[config.mk]
export PLATFORM = sky130hd
export DESIGN_NAME = sll_seq32
export DESIGN_NICKNAME = d
export VERILOG_FILES = /design/src/rtl/sll_seq32.sv
export SDC_FILE = /design/constraint.sdc
export NUM_CORES = 1
export LEC_CHECK = 0
export BUFFER_PORTS_ARGS = -buffer_cell sky130_fd_sc_hd__buf_4
export CORE_AREA = 8 8 85 94
export DETAILED_ROUTE_END_ITERATION = 12
export DIE_AREA = 0 0 93 102
export PLACE_DENSITY_LB_ADDON = 0.15
export SLEW_MARGIN = 20
export SYNTH_ARGS = -nofsm -noshare
export SYNTH_HDL_FRONTEND = slang
export SYNTH_SLANG_ARGS = --single-unit
[constraint.sdc]
create_clock -name clock -period 2.8 [get_ports clock]
set_clock_uncertainty 0.15 [all_clocks]
set_input_delay 0.42 -clock clock [delete_from_list [all_inputs] [get_ports clock]]
set_output_delay 0.42 -clock clock [all_outputs]
set_load 0.005 [all_outputs]
[src/rtl/sll_seq32.sv]
// ============================================================================
// Module      : sll_seq32
// Description : Multi-cycle logical left shifter, one power-of-two stage per
//               cycle, with start/ready request and valid/ack result handshake.
// Revision    : 1.0 - initial release
// ============================================================================
`default_nettype none

module sll_seq32 #(
    parameter int DATA_W = 32,
    parameter int AMT_W  = 5
) (
    input  logic              clock,
    input  logic              reset,
    input  logic              start,
    input  logic [DATA_W-1:0] data_in,
    input  logic [AMT_W-1:0]  shiftamt,
    output logic              ready,
    output logic              busy,
    output logic [DATA_W-1:0] result,
    output logic              bits_lost,
    output logic              result_valid,
    input  logic              result_ack
);

    localparam int STG_W = (AMT_W > 1) ? $clog2(AMT_W) : 1;
    localparam logic [STG_W-1:0] C_LAST_STAGE = STG_W'(AMT_W - 1);

    typedef enum logic [1:0] {
        ST_IDLE  = 2'd0,
        ST_SHIFT = 2'd1,
        ST_DONE  = 2'd2
    } state_t;

    state_t             state_q, state_d;
    logic [DATA_W-1:0]  work_q, work_d;
    logic [AMT_W-1:0]   amt_q, amt_d;
    logic [STG_W-1:0]   stage_q, stage_d;
    logic               lost_q, lost_d;

    logic [DATA_W-1:0]  w_stage_work [AMT_W];
    logic [AMT_W-1:0]   w_stage_lost;
    logic [DATA_W-1:0]  w_sel_work;
    logic               w_sel_lost;
    logic               w_take;

    // Each stage s shifts by 2**s; the bits it pushes out are the top 2**s.
    for (genvar s = 0; s < AMT_W; s++) begin : g_stage
        localparam int SH = 1 << s;
        assign w_stage_work[s] = work_q << SH;
        assign w_stage_lost[s] = |work_q[DATA_W-1 -: SH];
    end

    always_comb begin
        w_sel_work = w_stage_work[0];
        w_sel_lost = w_stage_lost[0];
        w_take     = amt_q[0];
        for (int s = 1; s < AMT_W; s++) begin
            if (stage_q == STG_W'(s)) begin
                w_sel_work = w_stage_work[s];
                w_sel_lost = w_stage_lost[s];
                w_take     = amt_q[s];
            end
        end
    end

    always_comb begin
        state_d = state_q;
        work_d  = work_q;
        amt_d   = amt_q;
        stage_d = stage_q;
        lost_d  = lost_q;
        case (state_q)
            ST_IDLE: begin
                if (start) begin
                    work_d  = data_in;
                    amt_d   = shiftamt;
                    lost_d  = 1'b0;
                    stage_d = C_LAST_STAGE;
                    state_d = ST_SHIFT;
                end
            end
            ST_SHIFT: begin
                if (w_take) begin
                    work_d = w_sel_work;
                    lost_d = lost_q | w_sel_lost;
                end
                // Fixed AMT_W cycles regardless of amount: no early exit.
                if (stage_q == '0) begin
                    state_d = ST_DONE;
                end else begin
                    stage_d = stage_q - STG_W'(1);
                end
            end
            ST_DONE: begin
                if (result_ack) begin
                    state_d = ST_IDLE;
                end
            end
            default: begin
                state_d = ST_IDLE;
            end
        endcase
    end

    always_ff @(posedge clock or negedge reset) begin
        if (!reset) begin
            state_q <= ST_IDLE;
            work_q  <= '0;
            amt_q   <= '0;
            stage_q <= '0;
            lost_q  <= 1'b0;
        end else begin
            state_q <= state_d;
            work_q  <= work_d;
            amt_q   <= amt_d;
            stage_q <= stage_d;
            lost_q  <= lost_d;
        end
    end

    assign ready        = (state_q == ST_IDLE);
    assign busy         = (state_q == ST_SHIFT) || (state_q == ST_DONE);
    assign result_valid = (state_q == ST_DONE);
    assign result       = work_q;
    assign bits_lost    = lost_q;

endmodule

`default_nettype wire
==> impl_results.md <==
* DR DRC count at 0
* Clk_lat worst skew at 0.30 ns
* First-pass GRT wire length at 17700 um
* Final setup vio count at 0
* Vias in the first global route at 3566
* Post-Syn Nets at 482
* Mapped Area at 3440 sq um
* Status: completed
* WL/cell at 19.1 um
* Simple-gate share of the synthesized area at 0.160
* Layout cell share with drive strength beyond 1 at 0.224
* Top FF cell, synth: dfrtp_1
* Clock sinks at 43
* Initial Utilization at 0.535
* Fin crit share at 0.861
* Via Count at 3714
* Final hold vios at 0
* CTS Buffer Depth at 2
* PortBufs at 76
* CP required at 2.86 ns
* Filler cell count at 596
* CTS clk-pin slew, worst paths at 0.10 ns
* Post-DP HPWL at 7550 um
* Core ar. at 6440 sq um
* First DRT Iteration DRCs at 495
* Slew Limit Headroom at 0.549
* Final GP Congestion at 0.871
* IO Count at 77
* Final critical-path required period at 2.41 ns
* First-pass DRT Iterations at 7
* Adder-cell share of the synthesized area at 0.0327
* Worst slew pin tran at 0.676 ns
* Lkg Pwr at 1.80 nW
* Fmax achieved at 415 MHz
* Final net count at 539
* Sequential fraction of the synthesis area at 0.313
* H-tree levels at 2
* Post-Synth XOR/XNOR Area at 0
* Pins Over Slew Limit at 0
* Diode count at 0
* Total wire length at 10900 um
* Post-route ant nets at 0
* Syn-to-layout area delta at 21.3%
* Async SR Flop Fraction at 1.00
* WHS at 0.191 ns
* CTS tree: built
* Post-synth EDFFs at 0
* Gr usage total at 0.226
* MaxCap Viol Count at 0
* Row cnt at 31
* Post-CTS Setup Repair Bufs at 0
* R2R Path Start: stage_q[0]$_DFFE_PN0P_
* Chip Height at 102 um
* Overflow after GRT at 0
* Via density at 6.49
* Worst-path maximum fanout at 19
* Largest net degree at the start of global routing at 55
* Worst Setup SP: stage_q[0]$_DFFE_PN0P_
* Initial antenna violation count at 0
* Critical path startpoint category: register
* YS warnings at 0
* Syn_area_per_cell at 7.97 sq um
* Synth cell types at 43
* Mapped Cells at 432
* Worst EP arrival at 2.46 ns
* Area of the multi-input gates at 2100 sq um
* Peak VDD IR at 942 uV
* FF+latch area at 1080 sq um
* Unrepaired setup endpoints after global routing: no
* Hold/Removal Path Class: input pin to register
* Largest family of logic cells by synthesized area: compound AO/OA/AOI/OAI gates
* Pwr/cell area at 1410 nW/um^2
* Multiplexer share of the synthesized area at 0.0222
* Yosys reg bits at 43
* # resized after CTS at 0
* Worst hold start: shiftamt[3]
* Compound-Gate Fraction of Synth Area at 0.395
* Final TNS setup at 0 ns
* Worst setup path class: register to register
* Clk Tree Root Cell: clkbuf_8
* Cts bufs inserted at 5
* Die footprint at 9490 sq um
* Critical path endpoint category: register
* Die Wd at 93 um
[metrics by stage]
step / setup WS, ns / util / power [mW] / area, sq um / instances
after global placement: 0.507 / 0.629 / 5.18 / 4050 / 563
after detailed placement: 0.401 / 0.629 / 5.31 / 4050 / 563
after global routing: 0.217 / 0.648 / 6.35 / 4180 / 572
after floorplan: 0.655 / - / 4.06 / 3440 / 432
after CTS: 0.391 / 0.648 / 5.84 / 4180 / 572
final: 0.390 / 0.648 / 5.87 / 4180 / 572
[report_power, final]
part | internal (mW) | leakage, nW | switching [mW] | total [mW]
Combinational | 1.75 | 1.25 | 2.01 | 3.76
Sequential | 0.955 | 0.491 | 0.623 | 1.58
Clock | 0.289 | 0.0612 | 0.237 | 0.526
Total | 2.99 | 1.80 | 2.87 | 5.87
[metal layers]
metal | global-route usage | share of wire | vias to the layer above
li1 | - | - | 1730
met1 | 0.289 | 0.43 | 1774
met2 | 0.362 | 0.47 | 187
met3 | 0.0544 | 0.080 | 23
met4 | 0.0819 | 0.020 | 0
met5 | 0 | 0 | -
[critical path, cell delays in order (launching register included)]
cell	delay [ns]
dfrtp_1	0.42
inv_1	0.11
ha_1	0.28
a211o_1	0.28
a221o_1	0.37
a41oi_4	0.16
buf_4	0.27
a21oi_1	0.07
a22oi_1	0.21
[state kept, by name, summed over array words and instances, names as in the netlist]
name       flops
stage_q        3
amt_q          5
bits_lost      1
result        32
state_q        2
[Yosys cell counts, drive strengths merged (14+ instances only)]
cell type	count	area share
o22a	22	0.056
nand2	34	0.037
a221oi	15	0.038
o21ai	23	0.033
a21oi	55	0.080
nor2b	16	0.029
buf	20	0.035
nor2	46	0.050
clkbuf	21	0.023
o31ai	14	0.031
inv	18	0.020
dfrtp	43	0.31
[cell usage in the layout, fill, tap and decap left out, drive strengths merged, types with 6 or more instances in the layout]
master	count
buf	90
a21oi	55
nor2	46
dfrtp	43
nand2	34
o21ai	23
o22a	22
inv	18
nor2b	16
a221oi	15
o31ai	14
a21o	13
o22ai	11
o221ai	10
a211o	9
ha	9
nand2b	7
a22oi	7
clkbuf	6
[layout make-up]
class	count	share of cell area
sequential	43	0.258
inverter	18	0.0162
clock buffer	6	0.0198
tap	82	0.0246
multi-input combinational	330	0.503
clock inverter	2	0.00839
timing repair buffer	91	0.170
[kinds of logic after synthesis]
family	after synthesis
compound gates	196
simple gates	118
buf+inv	59
flops	43
fa+ha+maj	9
mux	7
[path summary, 6_finish.rpt]
kind                            slack, ns  depth (start not counted)                      to
worst max-delay path                 0.39                          8   result[9]$_DFFE_PN0P_
worst min-delay path                 0.19                          2    amt_q[3]$_DFFE_PN0P_
worst max register to register       0.39                          8   result[9]$_DFFE_PN0P_
worst min register to register       0.38                          1    amt_q[3]$_DFFE_PN0P_
max in group asynchronous            1.57                          2  stage_q[2]$_DFFE_PN0P_
min in group asynchronous            0.48                          2  result[29]$_DFFE_PN0P_
[timing repair]
| action | 4_1_cts | 5_1_grt |
|---|---|---|
| endpoints found under the hold margin | 43 | 0 |
| hold buffers | 1 | 0 |
| endpoints found under the setup margin | 0 | 0 |
Note: power is estimated with default switching activity, not from simulation.
